File: src/rtl/servo_pwm_array_if.sv
// rtl/servo_pwm_array_if.sv - target/enable inputs and PWM/status outputs of servo_pwm_array
interface servo_pwm_array_if #(
  parameter int CHANNELS = 2,
  parameter int CW       = 13
);
  logic [CHANNELS*CW-1:0] target;
  logic [CHANNELS-1:0]    en;
  logic [CHANNELS-1:0]    pwm;
  logic                   frame_tick;
  logic [CHANNELS-1:0]    settled;

  modport master (output target, en, input pwm, frame_tick, settled);
  modport slave  (input target, en, output pwm, frame_tick, settled);
endinterface

File: src/rtl/servo_pwm_array.sv
// rtl/servo_pwm_array.sv - multi-channel servo PWM with shared frame counter and clamped widths
// Define SERVO_SLEW_EN to limit each width change to STEP cycles per frame.
module servo_pwm_array #(
  parameter int CHANNELS  = 2,
  parameter int CW        = 13,
  parameter int PERIOD_US = 5000,
  parameter int W_MIN     = 900,
  parameter int W_MAX     = 2100,
  parameter int W_CENTER  = 1500,
  parameter int STEP      = 100
) (
  input  logic                  clkus,
  input  logic                  rst_n,
  servo_pwm_array_if.slave      bus
);

  localparam logic [CW-1:0] LAST_C   = CW'(PERIOD_US - 1);
  localparam logic [CW-1:0] W_MIN_C  = CW'(W_MIN);
  localparam logic [CW-1:0] W_MAX_C  = CW'(W_MAX);
  localparam logic [CW-1:0] W_CTR_C  = CW'(W_CENTER);

  logic [CW-1:0]                cnt_q, cnt_d;
  logic [CHANNELS-1:0][CW-1:0]  width_q, width_d;
  logic [CHANNELS-1:0][CW-1:0]  width_nx;
  logic [CHANNELS-1:0][CW-1:0]  tgt_c;
  logic [CHANNELS-1:0]          en_q, en_d;
  logic [CHANNELS-1:0]          pwm_q, pwm_d;
  logic [CHANNELS-1:0]          settled_q, settled_d;
  logic                         frame_tick_q, frame_tick_d;
  logic                         fe;

`ifdef SERVO_SLEW_EN
  localparam logic [CW-1:0]   STEP_C = CW'(STEP);
  localparam logic signed [CW:0] STEP_S = (CW+1)'(STEP);
  logic signed [CW:0] diff [CHANNELS];
`endif

  always_comb begin
    fe           = (cnt_q == LAST_C);
    cnt_d        = fe ? '0 : cnt_q + CW'(1);
    frame_tick_d = fe;
    width_d      = width_q;
    en_d         = en_q;
    settled_d    = settled_q;
    pwm_d        = '0;
    tgt_c        = '0;
    width_nx     = width_q;
`ifdef SERVO_SLEW_EN
    for (int i = 0; i < CHANNELS; i++) diff[i] = '0;
`endif
    for (int i = 0; i < CHANNELS; i++) begin
      tgt_c[i] = bus.target[i*CW +: CW];
      if (tgt_c[i] < W_MIN_C) tgt_c[i] = W_MIN_C;
      if (tgt_c[i] > W_MAX_C) tgt_c[i] = W_MAX_C;
`ifdef SERVO_SLEW_EN
      diff[i] = $signed({1'b0, tgt_c[i]}) - $signed({1'b0, width_q[i]});
      if (diff[i] > STEP_S)       width_nx[i] = width_q[i] + STEP_C;
      else if (diff[i] < -STEP_S) width_nx[i] = width_q[i] - STEP_C;
      else                        width_nx[i] = tgt_c[i];
`else
      width_nx[i] = tgt_c[i];
`endif
      // Old width is still used at FE; pwm is already low there so the swap is glitch-free.
      pwm_d[i] = en_q[i] && (cnt_q < width_q[i]);
      if (fe) begin
        width_d[i]   = width_nx[i];
        en_d[i]      = bus.en[i];
        settled_d[i] = (width_nx[i] == tgt_c[i]);
      end
    end
  end

  always_ff @(posedge clkus) begin
    if (!rst_n) begin
      cnt_q        <= '0;
      width_q      <= {CHANNELS{W_CTR_C}};
      en_q         <= '0;
      pwm_q        <= '0;
      frame_tick_q <= 1'b0;
      settled_q    <= '1;
    end else begin
      cnt_q        <= cnt_d;
      width_q      <= width_d;
      en_q         <= en_d;
      pwm_q        <= pwm_d;
      frame_tick_q <= frame_tick_d;
      settled_q    <= settled_d;
    end
  end

  assign bus.pwm        = pwm_q;
  assign bus.frame_tick = frame_tick_q;
  assign bus.settled    = settled_q;

endmodule

File: src/flat_wrapper.sv
// flat-port wrapper written by rule: the top's interface ports become plain ports
module servo_pwm_array_flat 
#(
  parameter int CHANNELS  = 2,
  parameter int CW        = 13,
  parameter int PERIOD_US = 5000,
  parameter int W_MIN     = 900,
  parameter int W_MAX     = 2100,
  parameter int W_CENTER  = 1500,
  parameter int STEP      = 100
)
  (clkus, rst_n, bus_target, bus_en, bus_pwm, bus_frame_tick, bus_settled);
  servo_pwm_array_if #(.CHANNELS(CHANNELS), .CW(CW)) bus_i ();
  input  logic clkus;
  input  logic rst_n;
  input wire logic [$bits(bus_i.target)-1:0] bus_target;
  input wire logic [$bits(bus_i.en)-1:0] bus_en;
  output wire logic [$bits(bus_i.pwm)-1:0] bus_pwm;
  output wire logic [$bits(bus_i.frame_tick)-1:0] bus_frame_tick;
  output wire logic [$bits(bus_i.settled)-1:0] bus_settled;
  assign bus_i.target = bus_target;
  assign bus_i.en = bus_en;
  assign bus_pwm = bus_i.pwm;
  assign bus_frame_tick = bus_i.frame_tick;
  assign bus_settled = bus_i.settled;
  servo_pwm_array #(.CHANNELS(CHANNELS), .CW(CW), .PERIOD_US(PERIOD_US), .W_MIN(W_MIN), .W_MAX(W_MAX), .W_CENTER(W_CENTER), .STEP(STEP)) u_core (.clkus(clkus), .rst_n(rst_n), .bus(bus_i));
endmodule
File: config.mk
export PLATFORM = sky130hd
export DESIGN_NAME = servo_pwm_array_flat
export DESIGN_NICKNAME = d
export VERILOG_FILES = /design/src/rtl/servo_pwm_array_if.sv /design/src/rtl/servo_pwm_array.sv /design/src/flat_wrapper.sv
export SDC_FILE = /design/constraint.sdc
export NUM_CORES = 1
export LEC_CHECK = 0
export ABC_CLOCK_PERIOD_IN_PS = 5000
export CAP_MARGIN = 20
export CORE_ASPECT_RATIO = 1.25
export CORE_MARGIN = 4
export CORE_UTILIZATION = 61
export CTS_BUF_LIST = sky130_fd_sc_hd__clkbuf_8
export CTS_CLUSTER_SIZE = 30
export DETAILED_ROUTE_END_ITERATION = 6
export GPL_ROUTABILITY_DRIVEN = 0
export GPL_TIMING_DRIVEN = 1
export PLACE_DENSITY = 0.88
export SYNTH_ARGS = -nofsm -noshare
export SYNTH_HDL_FRONTEND = slang
export SYNTH_SLANG_ARGS = --single-unit
File: constraint.sdc
create_clock -name clkus -period 5 [get_ports clkus]
set_clock_uncertainty 0.15 [all_clocks]
set_input_delay 1.5 -clock clkus [delete_from_list [all_inputs] [get_ports clkus]]
set_output_delay 1.5 -clock clkus [all_outputs]
set_load 0.05 [all_outputs]
# Word-level counts from Yosys, hierarchy flattened
# Index checks and enable logic that the tools add are counted.
# Widths: inputs -> output; s select.
dict set report op_classes {
  n_addsub 1
  n_lt_le_gt_ge 6
  n_eq_ne 1
  mux 4
  n_bitwise 1
  reduce_logical 3
}
# op count
set op_table {}
lappend op_table {{$mux 13} 4}
lappend op_table {{$gt 13x12->1 const B} 2}
lappend op_table {{$lt 13x10->1 const B} 2}
lappend op_table {{$lt 13x13->1} 2}
lappend op_table {{$add 13x1->13 const B} 1}
lappend op_table {{$eq 13x13->1 const B} 1}
lappend op_table {{$logic_and 1x1->1} 2}
lappend op_table {{$reduce_or 2->1} 1}
lappend op_table {{$not 1->1} 1}
dict set report totals {
  register_bits 44
  input_bits 30
  out_inout_bits 5
  word_cells 22
}

# Depth between registers and ports, before layout
dict set report depth {
  word_depth 4
  depth_mapped 7
}

# Worst setup path after synthesis
# OpenSTA, ideal clock, no wires.
dict set report synth_timing {
  kind {input -> register}
  start {input rst_n}
  end {register u_core.width_q[7] (netlist name)}
  arrival_time_ns 2.437
  setup_slack_ns 2.272
  cell_stages 6
  path_cell_list {clkbuf_1 -> inv_1 -> clkbuf_1 -> clkbuf_1 -> a21oi_1 -> o31ai_1}
}
# item line_no
set synth_lines {}
lappend synth_lines {{start, declared} flat_wrapper.sv:15} ;# input logic rst_n;
lappend synth_lines {{end signal, assigned} servo_pwm_array.sv:76} ;# width_q <= {CHANNELS{W_CTR_C}};
lappend synth_lines {{end signal, assigned} servo_pwm_array.sv:83} ;# width_q <= width_d;
lappend synth_lines {{end, declared} servo_pwm_array.sv:23} ;# logic [CHANNELS-1:0][CW-1:0] width_q, width_d;

==> impl_metrics.env <==
export IMPL_async_reset_ff_share_pct=0
export IMPL_final_common_cell="dfxtp_1"
export IMPL_drive_gt1_share_pct=3.976
export IMPL_diodes=0
export IMPL_hpwl_um=4216
export IMPL_clock_sinks=44
export IMPL_pre_cts_ws_ns=1.255
export IMPL_areaGrowthSynthToFinish_pct=17.54
export IMPL_wl_per_cell_um=15.14
export IMPL_rsz0062_at_grt="false"
export IMPL_synth_seq_area_share_pct=35.59
export IMPL_drt_total_wl_um=5767
export IMPL_num_vias=2279
export IMPL_gr_total_overflow=0
export IMPL_synth_area_um2=2475
export IMPL_cap_violations=0
export IMPL_cp_arrival_ns=3.55
export IMPL_total_power_mw=0.6854
export IMPL_ios=35
export IMPL_critical_path_class="input port to flip-flop"
export IMPL_mostFrequentLayoutCells="dfxtp_1 (44), clkdlybuf4s50_1 (32), inv_1 (31)"
export IMPL_yosysUniqueCellTypes=45
export IMPL_leakagePower_nw=1.201
export IMPL_vdd_drop_max_v=0.0001771
export IMPL_layout_min_cycle_time_ns=3.500
export IMPL_nNetsFinal=381
export IMPL_start_kind="input port"
export IMPL_start_util_pct=64.33
export IMPL_endpoint_kind="flip-flop"
export IMPL_hold_viol=0
export IMPL_layout_setup_ws_ns=1.500
export IMPL_hold_buffers=0
export IMPL_syn_inst=297
export IMPL_slew_viol_final=0
export IMPL_drt_iter0_markers=120
export IMPL_antenna_left=0
export IMPL_max_freq_ghz=0.2857
export IMPL_clk_pin_slew_ns=0.09
export IMPL_synth_main_ff_cell="dfxtp_1"
export IMPL_slew_headroom_pct=34.34
export IMPL_cts_setup_buffers=0
export IMPL_ys_seq_elements=44
export IMPL_die_h_um=79.22
export IMPL_grt_first_pass_wirelength_um=9646
export IMPL_avgSynthCellArea_um2=8.333
export IMPL_track_usage_pct=23.68
export IMPL_die_area_um2=5147
export IMPL_core_um2=3847
export IMPL_drc=0
export IMPL_setup_tns_ns=0
export IMPL_post_cts_resized=0
export IMPL_htreeDepth=2
export IMPL_port_buffers=32
export IMPL_min_path_type="flip-flop to flip-flop"
export IMPL_status="finished, final reports clean"
export IMPL_num_fill_cells=307
export IMPL_clock_path_buffers=2
export IMPL_routed_via_density=5.982
export IMPL_powerDensity_nw_per_um2=235.6
export IMPL_cts_made_buffers=5
export IMPL_synth_edf_count=0
export IMPL_antenna_found_initial=0
export IMPL_cts_root_buf="clkbuf_8"
export IMPL_cts_tree="done"
export IMPL_grt_max_degree=28
export IMPL_crit_fanout=20
export IMPL_synth_warnings=0
export IMPL_fin_crit_sh_pct=70.00
export IMPL_first_pass_iters=4
export IMPL_setup_viol=0
export IMPL_tightest_slew_ns=0.9818
export IMPL_rows=25
export IMPL_clk_latency_ns=0.30
export IMPL_die_x_um=64.97
export IMPL_first_global_vias=2135
export IMPL_crit_required_ns=5.05
==> cell usage after synthesis (2+ instances only) <==
master      n  share of area, %
o21a_1      4               1.2
o21ai_0     9               1.8
nor4_1      4               1.0
nor2_1     29               4.4
a21o_1      3              0.91
nand2_1    22               3.3
a211oi_1    3              0.91
a2111oi_0   2              0.71
nor3_1      9               1.8
a31oi_1     3              0.76
nand2b_1    3              0.76
xor2_1      3               1.1
clkbuf_1    4              0.61
buf_4       2              0.61
nand3_1    19               3.8
o211ai_1    9               2.7
o31ai_1     5               1.5
nand4_1     6               1.5
o32ai_1     6               2.1
and3_1      2              0.51
dfxtp_1    44                36
xnor2_1     6               2.1
or3_1       4               1.0
buf_2       4              0.81
buf_6       2              0.91
ha_1       25                13
a21oi_1    18               3.6
inv_1      30               4.6
==> flip-flops by register name, indices dropped and copies added, names as in the netlist <==
signal and count:
u_core.bus.frame_tick 1, u_core.en_q 2, u_core.cnt_q 13, u_core.bus.pwm 2, u_core.width_q 26
==> path summary, 6_finish.rpt <==
path / startpoint / to / slack, ns / cells past startpoint
setup / recovery: rst_n / u_core.width_q[4] / 1.50 / 4
hold / removal: u_core.width_q[12] / u_core.width_q[12] / 0.30 / 2
setup reg to reg: u_core.cnt_q[1] / u_core.width_q[2] / 2.20 / 5
hold reg to reg: u_core.width_q[12] / u_core.width_q[12] / 0.30 / 2
==> cell type report <==
type	instances	area [um^2]	share of cell area, %
clock buffer	5	68.82	2.366
clock inverter	3	38.79	1.333
inverter	30	112.6	3.871
multi-input combinational	212	1413	48.56
sequential	44	880.8	30.28
tap	54	67.56	2.323
timing repair buffer	33	327.8	11.27
==> where the power goes <==
part / switching (mW) / internal (mW)
Clock: 0.122 / 0.146
Combinational: 0.0310 / 0.0293
Sequential: 0.00516 / 0.352
==> logic make-up (layout without fill, tap and decap cells) <==
group                      after synthesis  after routing  share of synthesized area (%)
other                                    1              2                         0.1515
DFF                                     44             44                          35.59
and+or+nand+nor                        105            105                          21.03
adders and majority gates               25             25                          12.64
AOI/OAI and AO/OA                       71             71                          19.92
xor gates and xnor gates                 9              9                          3.185
buffers and inverters                   42             71                          7.482
==> routing by layer <==
metal  track usage [%]  vias to the layer above  wire [um]
li1                  -                     1127          -
met1             29.72                     1049       2597
met2             39.51                       85       2730
met3             3.819                       18        274
met4             10.57                        0        165
met5                 0                        -          0
==> per-stage QoR <==
| step | std cells | utilization [%] | cell area (um^2) | hold slack (ns) |
|---|---|---|---|---|
| 5_1_grt | 381 | 75.61 | 2909 | 0.3327 |
| 3_3_place_gp | 373 | 72.81 | 2801 | 0.2826 |
| 3_5_place_dp | 373 | 72.81 | 2801 | 0.2904 |
| 4_1_cts | 381 | 75.61 | 2909 | 0.3023 |
| 6_report | 381 | 75.61 | 2909 | 0.3021 |
| 2_1_floorplan | 298 | - | 2479 | 0.2720 |
==> critical path: stages <==
cell and delay [ns]:
clkdlybuf4s50_1 0.97, inv_1 0.55, a211o_1 0.36, o21ba_1 0.16
Power figures use the tool's default switching activity.
